$ cat config.mk
export PLATFORM = sky130hd
export DESIGN_NAME = flash_menu_sequencer
export DESIGN_NICKNAME = d
export VERILOG_FILES = /design/src/rtl/flash_uart_pkg.sv /design/src/rtl/macro_cmd_issuer.sv /design/src/rtl/flash_menu_sequencer.sv
export SDC_FILE = /design/constraint.sdc
export NUM_CORES = 1
export LEC_CHECK = 0
export ABC_AREA = 1
export CAP_MARGIN = 0
export CORE_MARGIN = 2
export CORE_UTILIZATION = 50
export DETAILED_ROUTE_END_ITERATION = 10
export PLACE_DENSITY = 0.68
export SLEW_MARGIN = 10
export SYNTH_ARGS = -nofsm -noshare
export SYNTH_HDL_FRONTEND = slang
export SYNTH_HIERARCHICAL = 1
export SYNTH_SLANG_ARGS = --single-unit
$ cat constraint.sdc
create_clock -name clk -period 6.1 [get_ports clk]
set_input_delay 1.22 -clock clk [delete_from_list [all_inputs] [get_ports clk]]
set_output_delay 1.22 -clock clk [all_outputs]
set_load 0.02 [all_outputs]
$ cat src/rtl/flash_uart_pkg.sv
// rtl/flash_uart_pkg.sv - shared macro-state codes, geometry defaults and sequencer states
// Imported by the sequencer, the command issuer and both engines so that every
// block agrees on the 4-bit macro-state encoding.
package flash_uart_pkg;

    // UART engine codes
    localparam logic [3:0] MS_SET_UART_MENU   = 4'h1;
    localparam logic [3:0] MS_SET_UART_ADDR   = 4'h2;
    localparam logic [3:0] MS_SET_UART_DATA   = 4'h3;
    localparam logic [3:0] MS_SEND_UART_NEWLN = 4'h4;
    localparam logic [3:0] MS_WAIT_UART_MSG   = 4'h5;
    localparam logic [3:0] MS_SET_UART_RDFL   = 4'h6;
    localparam logic [3:0] MS_BUFF_UART       = 4'h7;

    // Flash engine codes
    localparam logic [3:0] MS_FLASH_ERS4KB    = 4'hA;
    localparam logic [3:0] MS_FLASH_RDID      = 4'hB;
    localparam logic [3:0] MS_FLASH_WRPG      = 4'hC;
    localparam logic [3:0] MS_FLASH_RDPG      = 4'hD;

    localparam int unsigned SECTOR_BYTES_DEFAULT = 4096;
    localparam int unsigned PAGE_BYTES_DEFAULT   = 256;

    // MENU_ISSUE..RDID name the step whose command is in flight; ST_ISSUE and
    // ST_WAIT are the shared issue/wait sub-phase that keeps the step in ret_state.
    typedef enum logic [3:0] {
        RST_IDLE, MENU_ISSUE, SEL_WAIT, ADDR_Q, ADDR_W, LEN_Q, LEN_W,
        FILE_Q, BUFF, ERASE, PAGE, NEWLN, RDID, ST_ISSUE, ST_WAIT
    } seq_state_t;

    function automatic logic is_uart_code(input logic [3:0] code);
        return (code >= MS_SET_UART_MENU) && (code <= MS_BUFF_UART);
    endfunction

    function automatic logic is_flash_code(input logic [3:0] code);
        return code >= MS_FLASH_ERS4KB;
    endfunction

endpackage

$ cat src/rtl/macro_cmd_issuer.sv
// rtl/macro_cmd_issuer.sv - strobes one macro-state code and waits for its engine's done
// Ports: clk/rst (sync, active high); start+code request an issue; macro_states
// holds the code until completion; macro_states_valid is the 1-cycle strobe;
// uart_done/flash_done are engine pulses; cmd_done is the combinational
// completion pulse returned to the sequencer.
module macro_cmd_issuer
    import flash_uart_pkg::*;
(
    input  logic       clk,
    input  logic       rst,
    input  logic       start,
    input  logic [3:0] code,
    input  logic       uart_done,
    input  logic       flash_done,
    output logic [3:0] macro_states,
    output logic       macro_states_valid,
    output logic       cmd_done
);

    logic waiting;
    logic done_sel;

    // Only the engine that owns the code can complete it; a done arriving
    // while the strobe is still high belongs to no command of ours.
    always_comb begin
        done_sel = 1'b0;
        if (is_uart_code(macro_states))
            done_sel = uart_done;
        else if (is_flash_code(macro_states))
            done_sel = flash_done;
        cmd_done = waiting && !macro_states_valid && done_sel;
    end

    always_ff @(posedge clk) begin
        if (rst) begin
            macro_states       <= 4'h0;
            macro_states_valid <= 1'b0;
            waiting            <= 1'b0;
        end else if (start) begin
            macro_states       <= code;
            macro_states_valid <= 1'b1;
            waiting            <= 1'b1;
        end else begin
            macro_states_valid <= 1'b0;
            if (cmd_done) begin
                macro_states <= 4'h0;
                waiting      <= 1'b0;
            end
        end
    end

endmodule

$ cat src/rtl/flash_menu_sequencer.sv
// rtl/flash_menu_sequencer.sv - menu / erase / program / read sequencer for the QSPI programmer
// Ports: clk/rst (sync, active high); macro_states + macro_states_valid drive the
// engines; uart_done/flash_done complete commands; rx_num is the user's hex entry;
// rx_cnt, flash_addr, flash_nbytes are command operands; busy flags an operation.
module flash_menu_sequencer
    import flash_uart_pkg::*;
#(
    parameter int unsigned SECTOR_BYTES = SECTOR_BYTES_DEFAULT,
    parameter int unsigned PAGE_BYTES   = PAGE_BYTES_DEFAULT
) (
    input  logic        clk,
    input  logic        rst,
    output logic [3:0]  macro_states,
    output logic        macro_states_valid,
    input  logic        uart_done,
    input  logic        flash_done,
    input  logic [31:0] rx_num,
    output logic [15:0] rx_cnt,
    output logic [31:0] flash_addr,
    output logic [8:0]  flash_nbytes,
    output logic        busy
);

    localparam logic [31:0] SECTOR_MASK = 32'(SECTOR_BYTES - 1);
    localparam logic [31:0] PAGE_MASK   = 32'(PAGE_BYTES - 1);

    seq_state_t  state, ret_state;
    logic        cmd_start, cmd_done;
    logic [3:0]  cmd_code, sel;
    logic [31:0] addr, remain, cur_addr, sec_left;
    logic [32:0] erase_end;
    logic [31:0] cur_next, remain_next, sec_next;
    logic [32:0] erase_next;

    // Bytes to the end of the page holding a, capped at limit.
    function automatic logic [31:0] page_chunk(input logic [31:0] a, input logic [31:0] limit);
        logic [31:0] room;
        room = 32'(PAGE_BYTES) - (a & PAGE_MASK);
        return (limit < room) ? limit : room;
    endfunction

    function automatic logic [31:0] sector_chunk(input logic [31:0] left);
        return (left < 32'(SECTOR_BYTES)) ? left : 32'(SECTOR_BYTES);
    endfunction

    always_comb begin
        cur_next    = cur_addr + 32'(flash_nbytes);
        remain_next = remain - 32'(flash_nbytes);
        sec_next    = sec_left - 32'(flash_nbytes);
        erase_next  = {1'b0, flash_addr} + 33'(SECTOR_BYTES);
    end

    assign busy = !(ret_state inside {RST_IDLE, MENU_ISSUE, SEL_WAIT});

    macro_cmd_issuer u_issuer (
        .clk                (clk),
        .rst                (rst),
        .start              (cmd_start),
        .code               (cmd_code),
        .uart_done          (uart_done),
        .flash_done         (flash_done),
        .macro_states       (macro_states),
        .macro_states_valid (macro_states_valid),
        .cmd_done           (cmd_done)
    );

    // Completion is handled in the same edge as cmd_done so operands are
    // registered one cycle ahead of the strobe the issuer raises next edge.
    always_ff @(posedge clk) begin
        if (rst) begin
            state        <= RST_IDLE;
            ret_state    <= RST_IDLE;
            cmd_start    <= 1'b0;
            cmd_code     <= 4'h0;
            sel          <= 4'h0;
            addr         <= '0;
            remain       <= '0;
            cur_addr     <= '0;
            sec_left     <= '0;
            erase_end    <= '0;
            rx_cnt       <= '0;
            flash_addr   <= '0;
            flash_nbytes <= '0;
        end else begin
            cmd_start <= 1'b0;
            case (state)
                RST_IDLE: begin
                    cmd_start <= 1'b1;
                    cmd_code  <= MS_SET_UART_MENU;
                    ret_state <= MENU_ISSUE;
                    state     <= ST_ISSUE;
                end
                ST_ISSUE: state <= ST_WAIT;
                ST_WAIT: if (cmd_done) begin
                    cmd_start <= 1'b1;
                    state     <= ST_ISSUE;
                    case (ret_state)
                        MENU_ISSUE: begin cmd_code <= MS_WAIT_UART_MSG; ret_state <= SEL_WAIT; end
                        SEL_WAIT: begin
                            sel <= rx_num[3:0];
                            if (rx_num[3:0] == 4'd1) begin
                                cmd_code <= MS_FLASH_RDID; ret_state <= RDID;
                            end else if (rx_num[3:0] >= 4'd2 && rx_num[3:0] <= 4'd5) begin
                                cmd_code <= MS_SET_UART_ADDR; ret_state <= ADDR_Q;
                            end else begin
                                cmd_code <= MS_SEND_UART_NEWLN; ret_state <= NEWLN;
                            end
                        end
                        ADDR_Q: begin cmd_code <= MS_WAIT_UART_MSG; ret_state <= ADDR_W; end
                        ADDR_W: begin
                            addr     <= rx_num;
                            cmd_code <= MS_SET_UART_DATA; ret_state <= LEN_Q;
                        end
                        LEN_Q: begin cmd_code <= MS_WAIT_UART_MSG; ret_state <= LEN_W; end
                        LEN_W: begin
                            remain   <= rx_num;
                            cur_addr <= addr;
                            if (rx_num == 32'd0) begin
                                cmd_code <= MS_SEND_UART_NEWLN; ret_state <= NEWLN;
                            end else if (sel == 4'd2) begin
                                flash_addr <= addr & ~SECTOR_MASK;
                                erase_end  <= {1'b0, addr} + {1'b0, rx_num};
                                cmd_code   <= MS_FLASH_ERS4KB; ret_state <= ERASE;
                            end else if (sel == 4'd4) begin
                                cmd_code <= MS_SET_UART_RDFL; ret_state <= FILE_Q;
                            end else begin
                                flash_addr   <= addr;
                                flash_nbytes <= 9'(page_chunk(addr, rx_num));
                                cmd_code     <= MS_FLASH_RDPG; ret_state <= PAGE;
                            end
                        end
                        FILE_Q: begin
                            rx_cnt   <= 16'(sector_chunk(remain));
                            sec_left <= sector_chunk(remain);
                            cmd_code <= MS_BUFF_UART; ret_state <= BUFF;
                        end
                        BUFF: begin
                            flash_addr <= cur_addr & ~SECTOR_MASK;
                            cmd_code   <= MS_FLASH_ERS4KB; ret_state <= ERASE;
                        end
                        ERASE: begin
                            if (sel == 4'd4) begin
                                flash_addr   <= cur_addr;
                                flash_nbytes <= 9'(page_chunk(cur_addr, sec_left));
                                cmd_code     <= MS_FLASH_WRPG; ret_state <= PAGE;
                            end else if (erase_next >= erase_end) begin
                                cmd_code <= MS_SEND_UART_NEWLN; ret_state <= NEWLN;
                            end else begin
                                flash_addr <= erase_next[31:0];
                                cmd_code   <= MS_FLASH_ERS4KB; ret_state <= ERASE;
                            end
                        end
                        PAGE: begin
                            cur_addr <= cur_next;
                            remain   <= remain_next;
                            sec_left <= sec_next;
                            if (sel == 4'd4 && sec_next != 32'd0) begin
                                flash_addr   <= cur_next;
                                flash_nbytes <= 9'(page_chunk(cur_next, sec_next));
                                cmd_code     <= MS_FLASH_WRPG; ret_state <= PAGE;
                            end else if (remain_next == 32'd0) begin
                                cmd_code <= MS_SEND_UART_NEWLN; ret_state <= NEWLN;
                            end else if (sel == 4'd4) begin
                                rx_cnt   <= 16'(sector_chunk(remain_next));
                                sec_left <= sector_chunk(remain_next);
                                cmd_code <= MS_BUFF_UART; ret_state <= BUFF;
                            end else begin
                                flash_addr   <= cur_next;
                                flash_nbytes <= 9'(page_chunk(cur_next, remain_next));
                                cmd_code     <= MS_FLASH_RDPG; ret_state <= PAGE;
                            end
                        end
                        RDID: begin cmd_code <= MS_SEND_UART_NEWLN; ret_state <= NEWLN; end
                        NEWLN: begin cmd_code <= MS_SET_UART_MENU; ret_state <= MENU_ISSUE; end
                        default: begin
                            cmd_start <= 1'b0;
                            state     <= RST_IDLE;
                        end
                    endcase
                end
                default: state <= RST_IDLE;
            endcase
        end
    end

endmodule

## Word-level counts from Yosys, hierarchy flattened

Cells that the tools add are included.

| storage, ports and cells | value |
|---|---|
| memories | 0 |
| word-level logic and storage cells | 171 |
| bits of input ports | 36 |
| latch bits | 0 |
| ROM bits | 0 |
| flip-flop bits (word level) | 241 |
| memory bits (writable) | 0 |
| output and inout bits | 63 |

| operators by class | value |
|---|---|
| order comparisons | 12 |
| div/mod/pow operators | 0 |
| reductions and logical operators | 31 |
| add/subtract/negate cells | 8 |
| eq/ne operators | 31 |
| bitwise logic cells | 1 |
| muxes and demuxes | 72 |
| $mul | 0 |
| shift-type cells | 0 |

Operator list:

| kind | count |
|---|---|
| 32-bit 2-to-1 mux | 13 |
| 32-bit case mux with 2 select lines | 3 |
| 32-bit less-than comparator | 4 |
| 32-bit case mux with 4 select lines | 1 |
| 9-bit 2-to-1 mux | 11 |
| 4-bit 2-to-1 mux | 20 |
| 32-bit zero test | 2 |
| 32-bit by 13-bit less-than comparator with 1-bit output (second input constant) | 2 |
| 32-bit by 9-bit subtractor with 32-bit output | 2 |
| 16-bit 2-to-1 mux | 3 |
| 4-bit case mux with 12 select lines | 1 |
| 4-bit case mux with 10 select lines | 1 |
| 32-bit by 13-bit adder with 33-bit output (second input constant) | 1 |
| 32-bit by 32-bit adder with 33-bit output | 1 |
| 33-bit greater-or-equal comparator | 1 |
| 32-bit by 9-bit adder with 32-bit output | 1 |
| 16-bit case mux with 2 select lines | 1 |
| 32-bit nonzero test | 1 |
| 9-bit by 8-bit subtractor with 10-bit output (first input constant) | 3 |
| 4-bit == test (second input constant) | 7 |
| 9-bit case mux with 3 select lines | 1 |
| 4-bit by 3-bit == test with 1-bit output (second input constant) | 5 |
| 3-bit AND reduction | 6 |
| 2-bit inequality test (second input constant) | 8 |
| 28 further kinds | 56 |

## Logic depth before layout (Yosys ltp)

| logic depth | value |
|---|---|
| depth in word-level cells | 8 |
| mapped depth | 28 |
| depth with buffers taken out | 28 |

## Hierarchy

Netlist, hierarchy kept.

Modules (own cells, without submodules):

| module | cells an instance | sequential area each (um2) | area each (um2) | times used |
|---|---|---|---|---|
| flash_menu_sequencer | 3246 | 4684.5 | 19600.0 | 1 |
| macro_cmd_issuer | 42 | 120.1 | 275.3 | 1 |

## Worst setup path before layout

No wires, ideal clock.

| timing path | value |
|---|---|
| path kind | register to register |
| from | reg flash_addr[13] |
| to | reg flash_addr[21] |
| library setup time | 0.070 ns |
| period minus slack after synthesis | 3.844 ns |
| buffers on the path | 1 |
| arrival | 3.773 ns |
| data required time | 6.030 ns |
| stages on the path, launching flop included | 28 |
| setup slack | 2.256 ns |
| cell sequence | dfxtp_1 -> ha_1 -> nand2_1 -> nor2_1 -> nand3_1 -> nor2_1 -> nand2_1 -> nor2_1 -> nand2_1 -> nor2_1 -> nand3_1 -> inv_1 -> nand2_1 -> o21ai_0 -> nand2_1 -> inv_1 -> ha_1 -> a21oi_1 -> o21ai_0 -> a21oi_1 -> o21a_1 -> nand4_1 -> a211oi_2 -> nand2_4 -> inv_2 -> buf_6 -> nand2_1 -> a21oi_1 |

| between the ends | value |
|---|---|
| longest elaborated chain between the ends | 4 |
| elaborated cells between the ends (all ways) | 7 |
| those cells by class | 1 x add/sub; 1 x order compare; 1 x eq/ne; 3 x mux; 1 x reduce/logical |

Ends and longest elaborated chain:

| what | line | text |
|---|---|---|
| start: declaration | flash_menu_sequencer.sv:19 | `output logic [31:0] flash_addr,` |
| start signal: assignment | flash_menu_sequencer.sv:121 | `flash_addr <= addr & ~SECTOR_MASK;` |
| start signal: assignment | flash_menu_sequencer.sv:127 | `flash_addr <= addr;` |
| start signal: assignment | flash_menu_sequencer.sv:138 | `flash_addr <= cur_addr & ~SECTOR_MASK;` |
| 32-bit by 13-bit adder with 33-bit output * | flash_menu_sequencer.sv:50 | `erase_next = {1'b0, flash_addr} + 33'(SECTOR_BYTES);` |
| 33-bit greater-or-equal comparator or 32-bit 2-to-1 mux (tied branches) | flash_menu_sequencer.sv:146 | `end else if (erase_next >= erase_end) begin` |
| 3-bit inequality test (no line) or 32-bit 2-to-1 mux (tied branches) | -- |  |
| 8-bit AND reduction (no line) or 32-bit case mux with 4 select lines (tied branches) | -- |  |

Every way passes the cells marked *; elsewhere a longest branch is shown, timed or not. The select of a mux whose other input is x is not followed.
A chain may end at the register's enable or synchronous reset.

## Final worst setup path

| timing path | value |
|---|---|
| from | reg flash_addr[12] |
| to | reg flash_addr[13] |

Same word-level chain as after synthesis.

==> reports/qor.csv <==
stage,metric,value,unit
floorplanning,die area,0.0414,mm^2
layout,Multi-input gate area,0.0129,mm^2
layout,FF/Latch Area,0.00480,mm^2
routing,Vias/cell,5.89,
timing,Slew headroom,0.201,
layout,ratio of cells with drive above 1 in the final layout,0.0429,
floorplanning,Die Ht,203,um
critical_path,Critical Path RT,6590,ps
layout,final core utilization,0.565,
timing,Final Cycle Share,0.850,
layout,# fillers,4047,
grt,antenna violations before repair,2,
routing,DR pass1 iterations,7,
layout,most frequent cells in the layout,"nand2_1 (766), inv_1 (458), nor2_1 (400), a21oi_1 (321), dfxtp_1 (240)",
floorplanning,Site Rows,73,
timing,FMAX,0.193,GHz
critical_path,FF-to-FF Start,flash_addr[12],
logic_synthesis,#FFs+latches synth,240,
critical_path,Reg2Reg Capture Point,flash_addr[13],
grt,largest net degree at the start of global routing,73,
floorplanning,Die Wd,203,um
clock_network,CTS resizes,0,
place,Detailed Place HPWL,61.4,mm
critical_path,CP Class,register to register,
timing,Slew @ Worst Pin,1200,ps
grt,global-route wire length before repair,118,mm
routing,Final ANT Viol Nets,0,
grt,via count of the first global-routing pass,20700,
run,maxcap violations,0,
timing,Fin Setup TNS,0,ps
timing,final setup fails,0,
routing,final WL,78.2,mm
floorplanning,initial core utilization,0.504,
critical_path,Worst Setup Start Kind,register,
logic_synthesis,syn avg cell area,6.04,um^2
critical_path,reg2reg setup slack,920,ps
critical_path,crit path max fanout,19,
place,cell total after placement,3823,
logic_synthesis,Post-synth EDFFs,0,
critical_path,endpoint class of the critical path,register,
clock_network,Post-CTS Hold Buffers,0,
clock_network,Max Root-Sink Buffers,3,
floorplanning,I/O Pins,99,
clock_network,Worst-Skew Late Latency,600,ps
clock_network,Post-CTS Setup Inserts,0,
clock_network,Sink Count,240,
grt,grt total ovfl,0,
layout,final std cells w/o fill,3879,
power_and_ir_drop,Leakage Power,10.7,nW
grt,GRT Overall Usage,0.368,
logic_synthesis,Post-synth top flop,dfxtp_1,
timing,Fin Clk Skew,26.1,ps
power_and_ir_drop,VDD IR max,216,uV
critical_path,crit path DAT,5670,ps
logic_synthesis,"FFs w/ async S/R, synth",0,
routing,routed length on met3,9.09,mm
logic_synthesis,"Seq/Total Area, Yosys",0.242,
layout,"commonest non-fill, non-tap cell in the layout",nand2_1,
routing,top routing layer used,met5,
routing,routed len/inst,20.2,um
clock_network,H-tree levels,1,
place,Buffers on Ports,98,
timing,Tmin final,5180,ps
layout,Syn-to-layout area delta,12.1,%
routing,via count,22900,
power_and_ir_drop,pwr dens,167,mW/mm^2
logic_synthesis,post-synth cell types,60,
critical_path,R2R depth,23,
clock_network,Worst-path clk slew,60,ps
logic_synthesis,synth warn,6,
floorplanning,core box area,0.0395,mm^2
timing,final hold viol count,0,
hold_path,Hold EP,rx_cnt[14],
layout,Post-layout nets,3495,
hold_path,hold_sp,rx_cnt[14],
routing,DRT met1 WL,33.8,mm
logic_synthesis,Syn Nets,3453,
clock_network,CTS tree,yes,
hold_path,worst hold path class,register to register,
logic_synthesis,synthesized cell area,0.0199,mm^2
clock_network,total CTS buffers,30,
layout,Ant. Diodes,0,
timing,Max Slew Vio Count,0,
routing,met2 wire len,32.0,mm
hold_path,worst hold stages,2,
timing,RSZ-0062 raised after global routing,false,
clock_network,Root Driver,clkbuf_16,
routing,drt first-iter violations,2734,
run_status,status,completed,
logic_synthesis,Mapped Cells,3288,
place,gp weighted congestion,1.09,
routing,DR DRC count,0,
[stage by stage]
| stage | area [um^2] | power, W | hold slack (ps) | setup WS (ps) |
|---|---|---|---|---|
| 2_1_floorplan | 19900 | 0.00171 | 419 | 2260 |
| 3_3_place_gp | 21200 | 0.00179 | 425 | 1210 |
| 3_5_place_dp | 21200 | 0.00179 | 428 | 1140 |
| 6_report | 22300 | 0.00372 | 438 | 917 |
| 4_1_cts | 22300 | 0.00372 | 438 | 1090 |
| 5_1_grt | 22300 | 0.00380 | 452 | 611 |
[worst max-delay path by stage]
| stage | startpoint | endpoint | slack [ps] |
|---|---|---|---|
| finish | flash_addr[12] | flash_addr[13] | 920 |
| global route | flash_addr[13] | flash_addr[17] | 610 |
| CTS | flash_addr[12] | flash_addr[13] | 1090 |
| detailed placement | flash_addr[12] | flash_addr[13] | 1140 |
| global placement | flash_addr[13] | flash_addr[13] | 1210 |
| floorplan | flash_addr[13] | flash_addr[21] | 2260 |
[synth_stat cells, types with 16 or more instances]
master / number / area (um^2)
nor4_1: 20 / 125
nand3_1: 222 / 1110
o21ai_0: 219 / 1100
o211ai_1: 18 / 135
nor3_1: 54 / 270
a21oi_1: 321 / 1610
ha_1: 125 / 1560
a221oi_1: 41 / 359
xnor2_1: 16 / 140
a31oi_1: 18 / 113
nand4_1: 76 / 475
inv_1: 461 / 1730
xor2_1: 39 / 342
clkbuf_1: 80 / 300
nor2_1: 404 / 1520
nand2_1: 766 / 2880
dfxtp_1: 240 / 4800
[metal layers]
metal  vias up  track usage
li1      11000            -
met1     10500        0.514
met2      1189        0.538
met3       184       0.0980
met4         6        0.143
met5         -            0
[power by group]
group	internal, W	leakage [nW]	total (W)	switching, W
logic	0.0000590	8.28	0.000182	0.000123
registers	0.00158	1.93	0.00158	0.00000600
clock network	0.00118	0.529	0.00196	0.000778
[worst max-delay path, cell delays in order (launching register included)]
cell      delay [ps]
dfxtp_1          360
inv_1            160
nor3_1           370
nand2_1          140
nor3_1           290
inv_1            110
nor2_1           160
nand4_1          190
nor3_1           360
nand3_1          130
nand2_1           90
inv_1             60
ha_1             310
nand4_1          110
inv_1             60
a21oi_1          190
o21a_1           160
nand4_1          330
a211oi_2         640
nand2_4          290
inv_2            310
nand2_1          100
nand2_1           70
nor2_1            50
[area by class of cell]
type / instances / area share
Clock buffer: 41 / 0.0396
Clock inverter: 15 / 0.00876
Inverter: 471 / 0.0795
Multi-Input combinational cell: 2475 / 0.578
Sequential cell: 240 / 0.216
Tap cell: 525 / 0.0295
Timing Repair Buffer: 112 / 0.0492
[flip-flops by register name, indices dropped and copies added (netlist names)]
register	cells
cur_addr	32
rx_cnt	16
u_issuer/macro_states_valid	1
cmd_start	1
addr	32
flash_nbytes	9
state	3
sec_left	32
flash_addr	32
ret_state	4
u_issuer/waiting	1
remain	32
cmd_code	4
u_issuer/macro_states	4
sel	4
erase_end	33
[logic make-up after synthesis]
| kind of cell | share of synthesized area |
|---|---|
| and+or+nand+nor | 0.347 |
| adders and majority gates | 0.0827 |
| DFF | 0.242 |
| AOI/OAI and AO/OA | 0.193 |
| buffers and inverters | 0.111 |
| xor gates and xnor gates | 0.0242 |
No activity file was read; power rests on OpenSTA's default activity.
